[config.mk]
export PLATFORM = sky130hd
export DESIGN_NAME = cpu_wb_bridge
export DESIGN_NICKNAME = d
export VERILOG_FILES = /design/src/rtl/cpubus_pkg.sv /design/src/rtl/sync_fifo.sv /design/src/rtl/cpu_wb_bridge.sv
export SDC_FILE = /design/constraint.sdc
export NUM_CORES = 1
export LEC_CHECK = 0
export ABC_AREA = 1
export ABC_CLOCK_PERIOD_IN_PS = 6300
export BUFFER_PORTS_ARGS = -buffer_cell sky130_fd_sc_hd__buf_2
export CAP_MARGIN = 40
export CORE_MARGIN = 10
export CORE_UTILIZATION = 46
export DETAILED_ROUTE_END_ITERATION = 12
export GPL_ROUTABILITY_DRIVEN = 0
export PLACE_DENSITY = 0.67
export SLEW_MARGIN = 15
export SYNTH_ARGS = -nofsm -noshare
export SYNTH_HDL_FRONTEND = slang
export SYNTH_HIERARCHICAL = 1
export SYNTH_SLANG_ARGS = --single-unit
[constraint.sdc]
create_clock -name clk_i -period 6.3 [get_ports clk_i]
set_clock_uncertainty 0.15 [all_clocks]
set_input_delay 0.63 -clock clk_i [delete_from_list [all_inputs] [get_ports clk_i]]
set_output_delay 0.63 -clock clk_i [all_outputs]
set_load 0.02 [all_outputs]
[src/rtl/cpubus_pkg.sv]
// Shared constants and types for the CPU-side to Wishbone bridge.
package cpubus_pkg;

    localparam logic [2:0]  LEN_SINGLE  = 3'd1;
    localparam logic [2:0]  LEN_LINE    = 3'd4;
    localparam logic [31:0] WB_ERR_DATA = 32'hFFFF_FFFF;

    typedef enum logic {
        ST_IDLE,
        ST_BEAT
    } bridge_state_t;

endpackage

[src/rtl/sync_fifo.sv]
// Single-clock FIFO with registered pointers and a fill counter.
// Writes are dropped when full and reads are ignored when empty.
module sync_fifo #(
    parameter int WIDTH = 32,
    parameter int DEPTH = 4
) (
    input  logic             clk_i,
    input  logic             rst_ni,
    input  logic             push,
    input  logic [WIDTH-1:0] push_data,
    input  logic             pop,
    output logic [WIDTH-1:0] head,
    output logic             full,
    output logic             empty
);

    localparam int AW = $clog2(DEPTH);

    logic [WIDTH-1:0] mem [DEPTH];
    logic [AW-1:0]    wr_ptr, rd_ptr;
    logic [AW:0]      count;
    logic             do_push, do_pop;

    assign do_push = push & ~full;
    assign do_pop  = pop & ~empty;
    assign full    = (count == (AW+1)'(DEPTH));
    assign empty   = (count == '0);
    assign head    = mem[rd_ptr];

    always_ff @(posedge clk_i) begin
        if (!rst_ni) begin
            wr_ptr <= '0;
            rd_ptr <= '0;
            count  <= '0;
        end else begin
            if (do_push) wr_ptr <= wr_ptr + 1'b1;
            if (do_pop)  rd_ptr <= rd_ptr + 1'b1;
            case ({do_push, do_pop})
                2'b10:   count <= count + 1'b1;
                2'b01:   count <= count - 1'b1;
                default: count <= count;
            endcase
        end
    end

    always_ff @(posedge clk_i) begin
        if (do_push) mem[wr_ptr] <= push_data;
    end

endmodule

[src/rtl/cpu_wb_bridge.sv]
// Runs Wishbone B4 classic single/line cycles on behalf of the CPU bus interface,
// buffering write and read data; errors and silent slaves terminate with all-ones data.
module cpu_wb_bridge
    import cpubus_pkg::*;
#(
    parameter int FIFO_DEPTH = 4,
    parameter int TIMEOUT    = 255
) (
    input  logic        clk_i,
    input  logic        rst_ni,
    input  logic        req_valid_i,
    output logic        req_ready_o,
    input  logic [2:0]  req_len_i,
    input  logic [3:0]  req_mask_i,
    input  logic [31:0] req_addr_i,
    input  logic        req_we_i,
    input  logic        write_valid_i,
    input  logic [31:0] write_data_i,
    output logic        read_valid_o,
    output logic [31:0] read_data_o,
    input  logic        read_ack_i,
    output logic        bus_err_o,
    output logic        wb_cyc_o,
    output logic        wb_stb_o,
    output logic        wb_we_o,
    output logic [31:0] wb_adr_o,
    output logic [3:0]  wb_sel_o,
    output logic [31:0] wb_dat_o,
    input  logic [31:0] wb_dat_i,
    input  logic        wb_ack_i,
    input  logic        wb_err_i
);

    localparam int TW = $clog2(TIMEOUT + 1);

    bridge_state_t state, state_nxt;
    logic          line_q;
    logic [1:0]    beat_q;
    logic [TW-1:0] tmo_q;
    logic          accept, term, tmo_hit, beat_err, last_beat;
    logic          wf_full, wf_empty, rf_full, rf_empty;
    logic [31:0]   rf_push_data;

    assign req_ready_o = (state == ST_IDLE);
    assign accept      = req_valid_i & req_ready_o;

    // Reads stall while the read buffer is full; writes stall until data is buffered.
    assign wb_stb_o  = (state == ST_BEAT) && (wb_we_o ? !wf_empty : !rf_full);
    assign tmo_hit   = wb_stb_o && (tmo_q == TW'(TIMEOUT - 1));
    assign term      = wb_stb_o & (wb_ack_i | wb_err_i | tmo_hit);
    assign beat_err  = wb_err_i | ~wb_ack_i;
    assign last_beat = (beat_q == (line_q ? 2'd3 : 2'd0));

    always_ff @(posedge clk_i) begin
        if (!rst_ni) state <= ST_IDLE;
        else         state <= state_nxt;
    end

    always_comb begin
        state_nxt = state;
        case (state)
            ST_IDLE: if (accept)            state_nxt = ST_BEAT;
            ST_BEAT: if (term && last_beat) state_nxt = ST_IDLE;
            default:                        state_nxt = ST_IDLE;
        endcase
    end

    always_ff @(posedge clk_i) begin
        if (!rst_ni) begin
            wb_cyc_o  <= 1'b0;
            wb_we_o   <= 1'b0;
            wb_adr_o  <= '0;
            wb_sel_o  <= '0;
            line_q    <= 1'b0;
            beat_q    <= '0;
            tmo_q     <= '0;
            bus_err_o <= 1'b0;
        end else begin
            bus_err_o <= (term & beat_err) | (write_valid_i & wf_full);
            if (accept) begin
                wb_cyc_o <= 1'b1;
                wb_we_o  <= req_we_i;
                wb_adr_o <= req_addr_i;
                wb_sel_o <= req_mask_i;
                line_q   <= (req_len_i == LEN_LINE);
                beat_q   <= '0;
                tmo_q    <= '0;
            end else if (term) begin
                tmo_q <= '0;
                if (last_beat) begin
                    wb_cyc_o <= 1'b0;
                    wb_we_o  <= 1'b0;
                end else begin
                    // Line bursts wrap inside the 16-byte line.
                    beat_q   <= beat_q + 2'd1;
                    wb_adr_o <= {wb_adr_o[31:4], wb_adr_o[3:2] + 2'd1, 2'b00};
                    wb_sel_o <= 4'b1111;
                end
            end else if (wb_stb_o) begin
                tmo_q <= tmo_q + 1'b1;
            end
        end
    end

    assign rf_push_data = beat_err ? WB_ERR_DATA : wb_dat_i;

    sync_fifo #(.WIDTH(32), .DEPTH(FIFO_DEPTH)) u_wr_fifo (
        .clk_i     (clk_i),
        .rst_ni    (rst_ni),
        .push      (write_valid_i),
        .push_data (write_data_i),
        .pop       (term & wb_we_o),
        .head      (wb_dat_o),
        .full      (wf_full),
        .empty     (wf_empty)
    );

    sync_fifo #(.WIDTH(32), .DEPTH(FIFO_DEPTH)) u_rd_fifo (
        .clk_i     (clk_i),
        .rst_ni    (rst_ni),
        .push      (term & ~wb_we_o),
        .push_data (rf_push_data),
        .pop       (read_ack_i),
        .head      (read_data_o),
        .full      (rf_full),
        .empty     (rf_empty)
    );

    assign read_valid_o = ~rf_empty;

endmodule

# --- Yosys cells after proc, flatten, opt, wreduce, memory -nomap -nowiden ---
# Memory sizes are Yosys's and may differ from the RTL's. A register that Yosys moved wholly into a read port is not among the register bits.
# Index checks and enable logic that the tools add are counted.
classes:
  n_reduce_logical: 16
  n_eq_ne: 10
  n_bitwise: 23
  n_lt_le_gt_ge: 0
  n_addsub: 11
  mul: 0
  shift: 0
  div_mod_pow: 0
  mux: 26
ops:
  columns: ["operator", "n"]
  rows:
  - ["$mux W32", 2]
  - ["$mux W4", 5]
  - ["$add A2 B1 Y2 const B", 6]
  - ["$pmux W3 S2", 2]
  - ["$mux W1", 11]
  - ["$and A1 B1 Y1", 10]
  - ["$mux W2", 5]
  - ["$eq A3 B3 Y1 const B", 3]
  - ["$not A1 Y1", 9]
  - ["$add A8 B1 Y8 const B", 1]
  - ["$eq A8 B8 Y1 const B", 1]
  - ["$reduce_bool A2 Y1", 4]
  - ["$add A3 B1 Y3 const B", 2]
  - ["$logic_not A3 Y1", 2]
  - ["$reduce_and A2 Y1", 3]
  - ["$sub A3 B1 Y3 const B", 2]
  - ["$eq A2 B1 Y1 const B", 2]
  - ["$eq A2 B2 Y1 const B", 2]
  - ["$or A1 B1 Y1", 4]
  - ["$logic_and A1 B1 Y1", 3]
  - ["$reduce_or A3 Y1", 1]
  - ["$eq A2 B2 Y1", 1]
  - ["$logic_not A1 Y1", 2]
  - ["$ne A2 B2 Y1 const B", 1]
  - ["2 further kinds", 2]
word_totals:
  elab_cells: 104
  out_inout_bits: 106
  register_bits: 65
  n_memories: 2
  latchBits: 0
  rom_bits: 0
  inputBits: 111
  ram_bits: 256
mem_list:
  columns: ["name", "words", "width", "rd", "rd_clocked_by_memory_dff", "wr", "line_no", "source"]
  rows:
  - ["u_rd_fifo.mem", 4, 32, 1, 1, 1, "sync_fifo.sv:19", "logic [WIDTH-1:0] mem [DEPTH];"]
  - ["u_wr_fifo.mem", 4, 32, 1, 1, 1, "sync_fifo.sv:19", null]

# --- Longest topological paths before layout ---
# Gate-level depths: netlist of the first run.
depth:
  ltp_word: 11
  ltp_mapped: 19

# --- Cells and area by module ---
# The synthesis of the first run kept the hierarchy.
modules_own_cells:
  columns: ["mod", "area_each_um2", "instances", "cells_each"]
  rows:
  - ["sync_fifo", 5276.3, 2, 379]
  - ["cpu_wb_bridge", 2331.0, 1, 337]

# --- Worst setup path after synthesis of the first run ---
# No wires, ideal clock.
synth_timing:
  path_type: "register to register"
  startpoint: "reg wb_we_o"
  endpoint: "mem u_rd_fifo.mem[0][0], enable pin"
  setup_slack_ns: 3.047
  path_stages_with_launch: 9
  n_path_buf: 0
  arrival_time_ns: 2.682
  cell_sequence: "dfxtp_1 inv_1 nand2_2 nand3_4 inv_4 nand2_4 nor2_1 nand2_4 nor2_1"
synth_via:
  elab_chain_len: 9
synth_rtl:
  columns: ["item", "line_no", "source"]
  rows:
  - ["from (decl)", "cpu_wb_bridge.sv:25", "output logic wb_we_o,"]
  - ["from (signal assigned)", "cpu_wb_bridge.sv:82", "wb_we_o <= req_we_i;"]
  - ["$mux W1 *", "cpu_wb_bridge.sv:48", "assign wb_stb_o = (state == ST_BEAT) && (wb_we_o ? !wf_empty : !rf_full);"]
  - ["$logic_and A1 B1 Y1 *", "cpu_wb_bridge.sv:48", null]
  - ["net wb_stb_o", "cpu_wb_bridge.sv:24", "output logic wb_stb_o,"]
  - ["$logic_and A1 B1 Y1", "cpu_wb_bridge.sv:49", "assign tmo_hit = wb_stb_o && (tmo_q == TW'(TIMEOUT - 1));"]
  - ["$or A1 B1 Y1", "cpu_wb_bridge.sv:50", "assign term = wb_stb_o & (wb_ack_i | wb_err_i | tmo_hit);"]
  - ["$and A1 B1 Y1 *", "cpu_wb_bridge.sv:50", null]
  - ["$and A1 B1 Y1 *", "cpu_wb_bridge.sv:121", ".push (term & ~wb_we_o),"]
  - ["$and A1 B1 Y1 *", "sync_fifo.sv:24", "assign do_push = push & ~full;"]
  - ["$mux W1 *", "sync_fifo.sv:47", "if (do_push) mem[wr_ptr] <= push_data;"]
  - ["$mux W1 (implied by the code) *", "sync_fifo.sv:47", null]
  - ["to (decl)", "sync_fifo.sv:19", null]
# Mark *: on every way through the listed nets, which the timed path passes. The rest lies on a longest branch.

==> parameters.txt, run 1 <==
Parameter                              Value

Cells and area
  Area delta synth->final    18.4%
  Layout filler cell count    2,347
  Share of final-layout standard cells stronger than drive strength 1    0.237
  Area of all placed cells without fillers    between 15,000 and 20,000 um^2
  Nets@finish    1,435
  Most used cells in the layout excluding fill and tap cells    edfxtp_1 (256), buf_2 (216), nor2_1 (208), o21ai_0 (114), nand2_1 (86)
  N_diodes    0
  Most common library cell in the layout ignoring fill and taps    edfxtp_1

Routing
  DR vias    8,544
  Routed wire length    28.2 mm
  Post-detailed-route count of antenna-violating nets    0
  DRT iter0 DRCs    434
  Avg Vias per Cell    4.98
  First-pass iteration count of the detailed router    5
  Drc violations    0
  Routed WL per cell    16.5 um

Pwr
  Power density over the cells    around 340 nW/um^2
  Total power after layout    5.24 mW
  Leakage power    5.85 nW
  Worst voltage drop across the vdd grid    0.199 mV

Synth
  Synth Warn #    6
  Synth Cell Area    12,900 um^2
  Mean instance size in the synthesized netlist    approximately 12 um^2
  Top cells by area, synth    edfxtp_1 (60%), dfxtp_1 (11%), nor2_1 (6.3%)
  Flip-flop and latch count after synthesis    325
  Mapped Cells    1,095
  Cell type with the largest total area after synthesis    edfxtp_1
  Post-synth top area share    0.597
  Post-Syn Nets    between 1,000 and 1,500
  Part of the Yosys area used for sequential elements    0.704
  Yosys cell types    34

Critical path
  Kind of start point of the critical path    register
  Worst Setup Path Type    reg -> out
  Arrival time reported for the critical path endpoint    2320 ps
  Maximum fanout encountered on the critical timing path    64
  Critical path endpoint category    primary output
  Worst EP required    5520 ps

CTS
  TritonCTS clock tree    yes
  Post-cts hold buffer count    0
  Total CTS buffers    35
  Resized Gates After CTS    0
  # H-tree levels    2
  Number of buffers inserted to repair setup after CTS    0
  Worst-path clk slew    about 60 ps
  Cell at the root of the clock tree    clkbuf_16
  Maximum clock path buffer count    3
  Clock sink total    325
  Clk Latency, worst-skew pair    about 500 ps

STA
  Part of the cycle the worst path needs    0.492
  Final setup slack of the worst path    3200 ps
  Endpoints failing hold    0
  Period minus WS final    3100 ps
  Transition time at the pin with the least slew margin    799 ps
  RSZ-0062 raised after global routing    false
  Relative slew slack    0.467
  Final setup fails    0
  Highest clock rate    0.323 GHz
  Max Transition Viols Final    0
  Setup TNS    0 ps

Global route
  Largest net degree at the start of global routing    66
  Global-route wire length before repair    44.9 mm
  Overall overflow remaining after global route    0
  Global router's overall resource usage    0.156
  Antenna violations before repair    0
  Vias in the first global route    8,706

Placed design
  Post-DP HPWL    around 18 mm
  Post-detailed-placement cell area    14,200 um^2
  Worst Setup Slack post-DPL    3670 ps
  Number of buffers inserted by port buffering    216

Hold path
  Path class of the lowest-slack min-delay path    in -> reg

Floorplan
  Die outline height    187 um
  Core outline area    between 20,000 and 30,000 um^2
  Placement Rows    61
  Die width    187 um
  Number of top-level pins    approximately 220
  Initial Utilization    0.465
  Die area    35,100 um^2

Outcome
  Run status    complete, no violations

Flow run
  Number of maximum-capacitance violations    0
[sequential cells by signal, indices dropped and copies added, names as in the netlist, 3 cells and up, named ones only]
register / cells
u_rd_fifo/mem: 128
wb_adr_o: 32
wb_sel_o: 4
u_rd_fifo/count: 3
u_wr_fifo/mem: 128
u_wr_fifo/count: 3
tmo_q: 8
[synthesized netlist by cell type (all sizes together)]
cell type and count:
fa 2, dfxtp 69, nand4 2, nor3b 1, nor2 221, inv 92
a21oi 19, o31ai 1, or2 3, o21bai 4, xnor2 1, clkbuf 13
nor3 2, nand3 21, o21ai 171, nand2 99, buf 38, ha 12
o22ai 64, xor2 4, edfxtp 256
[kinds of logic (layout without fill, tap and decap cells)]
kind of cell / Yosys count / in the layout / share of synthesized area
compound gates: 259 / 259 / 0.108
xor+xnor: 5 / 5 / 0.00340
fa+ha+maj: 14 / 14 / 0.0148
buf+inv: 143 / 384 / 0.0568
flops: 325 / 325 / 0.704
simple gates: 349 / 349 / 0.113
[critical path, cell delays in order (launching register included)]
cell	delay [ps]
dfxtp_2	470
buf_4	510
inv_8	250
o21ai_1	200
o22ai_1	140
buf_2	190
[power breakdown]
group          total, mW  switching [mW]  internal (mW)  leakage [nW]
Combinational      0.914           0.645          0.269          2.48
Clock               1.85           0.762           1.09         0.525
Sequential          2.48          0.0492           2.43          2.85
[worst paths after layout]
kind	start	to	slack, ps	cells after the start
worst min-delay path	write_data_i[0]	u_wr_fifo/mem[0][0]$_DFFE_PP_	190	1
worst min register to register	wb_cyc_o$_SDFFE_PN0P_	wb_cyc_o$_SDFFE_PN0P_	310	2
worst max register to register	u_wr_fifo/count[2]$_SDFFE_PN0P_	u_wr_fifo/count[2]$_SDFFE_PN0P_	3700	17
worst max-delay path	register	read_data_o[6]	3200	5
[stage by stage]
step	util	instances	hold WS [ps]
6_report	0.550	1714	194
4_1_cts	0.550	1714	170
5_1_grt	0.550	1714	173
2_1_floorplan	-	1095	295
3_5_place_dp	0.512	1651	305
3_3_place_gp	0.512	1651	290
[layer usage]
layer,wire length [um],global-route usage,up-vias
met4,642,0.0527,0
met3,2110,0.0516,48
met5,0,0,-
met1,11600,0.180,4018
li1,-,-,4246
met2,13900,0.268,232
[final cells by class]
type                            instances  area, um^2  area share
Sequential cell                       325        9070       0.595
Timing Repair Buffer                  229        1180      0.0773
Tap cell                              378         473      0.0310
Inverter                               92         365      0.0240
Clock inverter                         15        77.6     0.00509
Multi-Input combinational cell        627        3110       0.204
Clock buffer                           48         978      0.0642
No activity file was read; power rests on OpenSTA's default activity.
==> run 2: changes to the inputs <==
Settings changed: ABC_CLOCK_PERIOD_IN_PS 6300 to 2700, PLACE_DENSITY 0.67 to 0.7.
Clock period 6.3 ns to 2.7 ns, I/O delays scaled along.
==> parameters.txt, run 2 (synthesis results as in run 1) <==
Parameter                              Value

Outcome
  Run status    complete, no violations

Floorplan
  Die area    35,100 um^2 (unchanged)
  Placement Rows    61 (unchanged)
  Core outline area    27,700 um^2 (unchanged)
  Number of top-level pins    217 (unchanged)
  Die width    187 um (unchanged)
  Initial Utilization    0.465 (unchanged)
  Die outline height    187 um (unchanged)

Cells and area
  Most common library cell in the layout ignoring fill and taps    edfxtp_1
  Regs by FF count    u_rd_fifo/mem (128), u_wr_fifo/mem (128), wb_adr_o (32)
  Area delta synth->final    27.8%
  Most used cells in the layout excluding fill and tap cells    edfxtp_1 (256), buf_2 (216), nor2_1 (206), o21ai_0 (114), dlygate4sd3_1 (104)
  Finished Core Util    0.594 (+0.0437)
  Share of final-layout standard cells stronger than drive strength 1    0.225 (-0.0111)
  Nets@finish    1,543 (+7.5%)

Global route
  Met3 capacity usage during global routing    0.0496 (-0.00205)
  Met2 usage in global routing    0.293 (+0.0248)
  Most heavily used metal layer in global routing    met2
  Global router's overall resource usage    0.169 (+0.0124)
  Antenna violations before repair    4 (+4)
  Overall overflow remaining after global route    0 (unchanged)
  GRT met1 Usage    0.194 (+0.0138)
  Vias in the first global route    9,218 (+5.9%)
  Largest net degree at the start of global routing    65 (-1.5%)
  Global-route wire length before repair    48.7 mm (+8.5%)

STA
  Final setup fails    0 (unchanged)
  Max Transition Viols Final    0 (unchanged)
  Period minus WS final    2440 ps
  Highest clock rate    0.409 GHz
  Endpoints failing hold    0 (unchanged)
  Relative slew slack    0.577 (+0.110)
  Transition time at the pin with the least slew margin    634 ps (-165 ps)
  RSZ-0062 raised after global routing    false
  Final setup slack of the worst path    257 ps (-2940 ps)
  Part of the cycle the worst path needs    0.905

Routing
  Routed wire length    30.5 mm (+8.2%)
  DRT iter0 DRCs    473 (+9.0%)
  Post-detailed-route count of antenna-violating nets    0 (unchanged)
  Drc violations    0 (unchanged)
  First-pass iteration count of the detailed router    5 (unchanged)
  Routed WL per cell    16.7 um (+1.7%)
  DR vias    9,068 (+6.1%)
  Avg Vias per Cell    4.97 (-0.27%)

Pwr
  Leakage power    6.34 nW (+8.3%)
  Worst voltage drop across the vdd grid    0.478 mV (+140%)
  Power density over the cells    768 nW/um^2 (+120%)

CTS
  Clk Latency, worst-skew pair    510 ps (about the same)
  Clock sink total    325 (unchanged)
  TritonCTS clock tree    yes
  Maximum clock path buffer count    3 (unchanged)
  Cell at the root of the clock tree    clkbuf_16
  Total CTS buffers    34 (-2.9%)
  Worst-path clk slew    60 ps (about the same)
  # H-tree levels    2 (unchanged)

Placed design
  Worst Setup Slack post-DPL    157 ps (-3510 ps)
  Number of buffers inserted by port buffering    216 (unchanged)
  Post-DP HPWL    17.7 mm (+1.3%)

Flow run
  Number of maximum-capacitance violations    0 (unchanged)

Critical path
  Arrival time reported for the critical path endpoint    2700 ps (+380 ps)
  Worst EP required    2960 ps (-2560 ps)
  Kind of start point of the critical path    register
  Worst Setup Path Type    reg -> reg
  Critical path endpoint category    register
  Maximum fanout encountered on the critical timing path    5 (-92%)

Hold path
  Path class of the lowest-slack min-delay path    in -> reg
-- run 2: changes by cell type in the layout (fill, tap and decap cells not counted), sizes merged --
cell,before,now
buf,229,234
bufinv,0,4
clkbuf,48,37
clkinv,14,16
clkinvlp,0,1
diode,0,4
dlygate4sd3,0,104
inv,93,94
-- run 2: timing repair --
action,CTS,global route
hold endpoints to repair,300,0
setup endpoints to repair,0,3
hold buffers,104,0
setup buffers,0,3
gates resized for setup,0,4
-- run 2: power breakdown --
part,switching [mW],internal (mW)
combinational,1.53,0.768
sequential,0.143,5.66
clock,1.83,2.70
total,3.51,9.13
-- run 2: final cells by class --
cell class	instances	area, um^2
tap	378	473
timing repair buffer	338	2330
antenna	4	10.0
fill	2210	11200
clock buffer	37	862
sequential	325	9070
inverter	92	368
multi-input combinational	627	3120
clock inverter	23	228
-- run 2: worst max-delay path, cell delays in order (launching register included) --
cell and delay (ps):
dfxtp_1 340, inv_1 80, ha_1 140, nand2_1 50
nor2_1 110, nand2_2 80, nand2_4 100, nand2_4 80
nor2_4 100, nand2_1 70, inv_1 80, ha_1 170
inv_1 70, fa_1 380, inv_1 70, nand2_1 40
nand3_1 80, nand2_1 60, nand2_1 50, nor2_1 40
-- run 2: worst paths after layout --
check,end,startpoint,slack [ps],cells after the start
worst max register to register,u_wr_fifo/count[2]$_SDFFE_PN0P_,tmo_q[0]$_SDFFE_PP0P_,260,19
worst min-delay path,u_rd_fifo/count[2]$_SDFFE_PN0P_,rst_ni,50,3
worst max-delay path,u_wr_fifo/count[2]$_SDFFE_PN0P_,tmo_q[0]$_SDFFE_PP0P_,260,19
worst min register to register,tmo_q[7]$_SDFFE_PP0P_,tmo_q[7]$_SDFFE_PP0P_,320,2
-- run 2: through the flow --
step           hold slack [ps]  setup TNS [ps]  instances  power, mW  area [um^2]
6_report                  45.4               0       1824       12.6        16500
5_1_grt                   71.7               0       1824       13.2        16500
4_1_cts                   22.7               0       1817       12.7        16400
3_5_place_dp               303               0       1653       8.08        14300
3_3_place_gp               290               0       1653       8.04        14300
2_1_floorplan              219           -4310       1095       7.37        12900
-- run 2: per-layer routing --
| layer | part of all wire | up-vias | wire (um) |
|---|---|---|---|
| li1 | - | 4471 | - |
| met1 | 0.39 | 4255 | 12000 |
| met5 | 0 | - | 0 |
| met3 | 0.074 | 57 | 2250 |
| met2 | 0.51 | 285 | 15500 |
| met4 | 0.027 | 0 | 829 |
==> run 3: changes to the inputs <==
Settings changed: ABC_AREA 1 to default, ABC_CLOCK_PERIOD_IN_PS 2700 to default.
==> parameters.txt, run 3 <==
Parameter                              Value

Routing
  Avg Vias per Cell    5.08 (+2.1%)
  Routed WL per cell    19.0 um (+13%)
  DRT iter0 DRCs    501 (+5.9%)
  Drc violations    0 (unchanged)
  DR vias    7,283 (-20%)
  First-pass iteration count of the detailed router    4 (-1)
  Routed wire length    27.2 mm (-11%)
  Post-detailed-route count of antenna-violating nets    0 (unchanged)

Synth
  Leading cell type by number of instances after synthesis    edfxtp_1
  Dominant register cell in the synthesized netlist    edfxtp_1
  Post-synth top area share    0.609 (+0.0127)
  Top cells by area, synth    edfxtp_1 (61%), mux4_2 (11%), dfxtp_1 (11%)
  Cell type with the largest total area after synthesis    edfxtp_1
  Top cells by count, synth    edfxtp_1 (256), nand2_1 (77), dfxtp_1 (69)
  Mapped Cells    717 (-35%)
  Async set-reset flop share out of synthesis    0 (unchanged)
  Synth Warn #    6 (unchanged)
  Flip-flop and latch count after synthesis    325 (unchanged)
  EDFF count, synth    256 (unchanged)
  Mean instance size in the synthesized netlist    17.6 um^2 (+50%)
  Yosys cell types    49 (+44%)
  Post-Syn Nets    842 (-31%)
  Synth Cell Area    12,600 um^2 (-2.1%)
  Part of the Yosys area used for sequential elements    0.719 (+0.0149)

Floorplan
  Die width    186 um (-0.93%)
  Die area    34,400 um^2 (-1.9%)
  Initial Utilization    0.468 (+0.00308)
  Number of top-level pins    217 (unchanged)
  Placement Rows    60 (-1.6%)
  Core outline area    27,000 um^2 (-2.7%)
  Die outline height    186 um (-0.93%)

Cells and area
  Most used cells in the layout excluding fill and tap cells    edfxtp_1 (256), buf_2 (216), dlygate4sd3_1 (102), nand2_1 (77)
  Nets@finish    1,192 (-23%)
  Share of final-layout standard cells stronger than drive strength 1    0.363 (+0.138)
  Finished Core Util    0.610 (+0.0154)
  Most common library cell in the layout ignoring fill and taps    edfxtp_1
  Area delta synth->final    30.2%
  Regs by FF count    u_rd_fifo/mem (128), u_wr_fifo/mem (128), wb_adr_o (32)

Critical path
  FF-to-FF setup slack    90 ps (-170 ps)
  Critical path endpoint category    register
  Worst Setup Path Type    reg -> reg
  Kind of start point of the critical path    register
  Maximum fanout encountered on the critical timing path    3 (-2)
  Arrival time reported for the critical path endpoint    2900 ps (+200 ps)
  Worst EP required    2990 ps (+30 ps)

CTS
  Worst-path clk slew    60 ps (about the same)
  Cell at the root of the clock tree    clkbuf_16
  # H-tree levels    2 (unchanged)
  TritonCTS clock tree    yes
  Total CTS buffers    35 (+2.9%)
  Clock sink total    325 (unchanged)
  Clk Latency, worst-skew pair    500 ps (about the same)
  Maximum clock path buffer count    3 (unchanged)

STA
  Relative slew slack    0.574 (-0.00255)
  Max Transition Viols Final    0 (unchanged)
  Part of the cycle the worst path needs    0.966 (+0.0613)
  Final setup fails    0 (unchanged)
  Period minus WS final    2610 ps (+166 ps)
  Transition time at the pin with the least slew margin    636 ps (+1.87 ps)
  Highest clock rate    0.383 GHz (-6.3%)
  Setup TNS    0 ps (unchanged)
  Endpoints failing hold    0 (unchanged)

Global route
  Overall overflow remaining after global route    0 (unchanged)
  Global-route wire length before repair    43.2 mm (-11%)
  Antenna violations before repair    1 (-3)
  Vias in the first global route    7,823 (-15%)
  Global router's overall resource usage    0.159 (-0.00941)
  Largest net degree at the start of global routing    38 (-42%)

Flow run
  Number of maximum-capacitance violations    0 (unchanged)

Placed design
  Post-DP HPWL    16.7 mm (-6.1%)
  Number of buffers inserted by port buffering    216 (unchanged)

Pwr
  Leakage power    5.84 nW (-7.9%)
  Worst voltage drop across the vdd grid    0.485 mV (+1.4%)
  Power density over the cells    731 nW/um^2 (-4.8%)

Outcome
  Run status    complete, no violations

Hold path
  Path class of the lowest-slack min-delay path    in -> reg
==> run 3: timing repair <==
item / in CTS / in global routing
resized for setup: 2 / 8
pin swaps: 0 / 5
setup buffers: 0 / 2
endpoints found under the setup margin: 1 / 3
hold endpoints to repair: 287 / 0
hold buffers: 102 / 0
==> run 3: final cells by class <==
cell class	instances	area (um^2)
Fill cell	1924	10500
Sequential cell	325	9080
Multi-Input combinational cell	340	3290
Timing Repair Buffer	349	2470
Clock buffer	47	972
Tap cell	341	427
Clock inverter	16	121
Inverter	16	65.1
Antenna cell	1	2.50
==> run 3: metrics by stage <==
stage / area, um^2 / hold WS, ps / std cells / setup slack, ps / power (mW)
2_1_floorplan: 12700 / 219 / 717 / -9.43 / 6.98
3_3_place_gp: 14300 / 295 / 1267 / 52.4 / 7.50
3_5_place_dp: 14300 / 303 / 1267 / -11.4 / 7.53
4_1_cts: 16400 / 2.64 / 1432 / 10.8 / 12.2
5_1_grt: 16400 / 22.8 / 1435 / -15.5 / 12.5
6_report: 16400 / 16.8 / 1435 / 91.2 / 12.0
==> run 3: path summary, 6_finish.rpt <==
| path | depth (start not counted) | from | end |
|---|---|---|---|
| setup / recovery | 12 | tmo_q[0]$_SDFFE_PP0P_ | u_wr_fifo/count[2]$_SDFFE_PN0P_ |
| hold / removal | 2 | wb_dat_i[13] | u_rd_fifo/mem[2][13]$_DFFE_PP_ |
| setup reg to reg | 12 | tmo_q[0]$_SDFFE_PP0P_ | u_wr_fifo/count[2]$_SDFFE_PN0P_ |
| hold reg to reg | 2 | wb_adr_o[12]$_SDFFE_PN0P_ | wb_adr_o[12]$_SDFFE_PN0P_ |
==> run 3: layer usage <==
layer	GRT usage	wire length [um]	vias up
li1	-	-	3449
met1	0.191	10600	3587
met2	0.278	14300	201
met3	0.0368	1630	46
met4	0.0519	637	0
met5	0	0	-
==> run 3: critical path, stage by stage, from the launching register on <==
cell	delay [ps]
dfxtp_2	330
inv_2	40
ha_2	160
and3_4	190
a211o_1	160
and3_4	200
nor2b_4	200
ha_4	150
inv_1	50
fa_2	330
xor2_1	150
or3_1	310
a21boi_1	110
==> run 3: power breakdown <==
group | switching, mW | internal (mW)
registers | 0.0854 | 5.63
clock network | 1.84 | 2.64
logic | 1.00 | 0.814
total | 2.93 | 9.08
==> run 3: cell families after synthesis <==
| kind of cell | Yosys count | synth area share |
|---|---|---|
| AO/OA/AOI/OAI | 70 | 0.0388 |
| flip-flops | 325 | 0.719 |
| multiplexers | 69 | 0.119 |
| AND/OR/NAND/NOR | 177 | 0.0750 |
| XOR/XNOR | 10 | 0.00694 |
| buffers and inverters | 52 | 0.0262 |
| adder cells (fa/ha/maj) | 14 | 0.0151 |
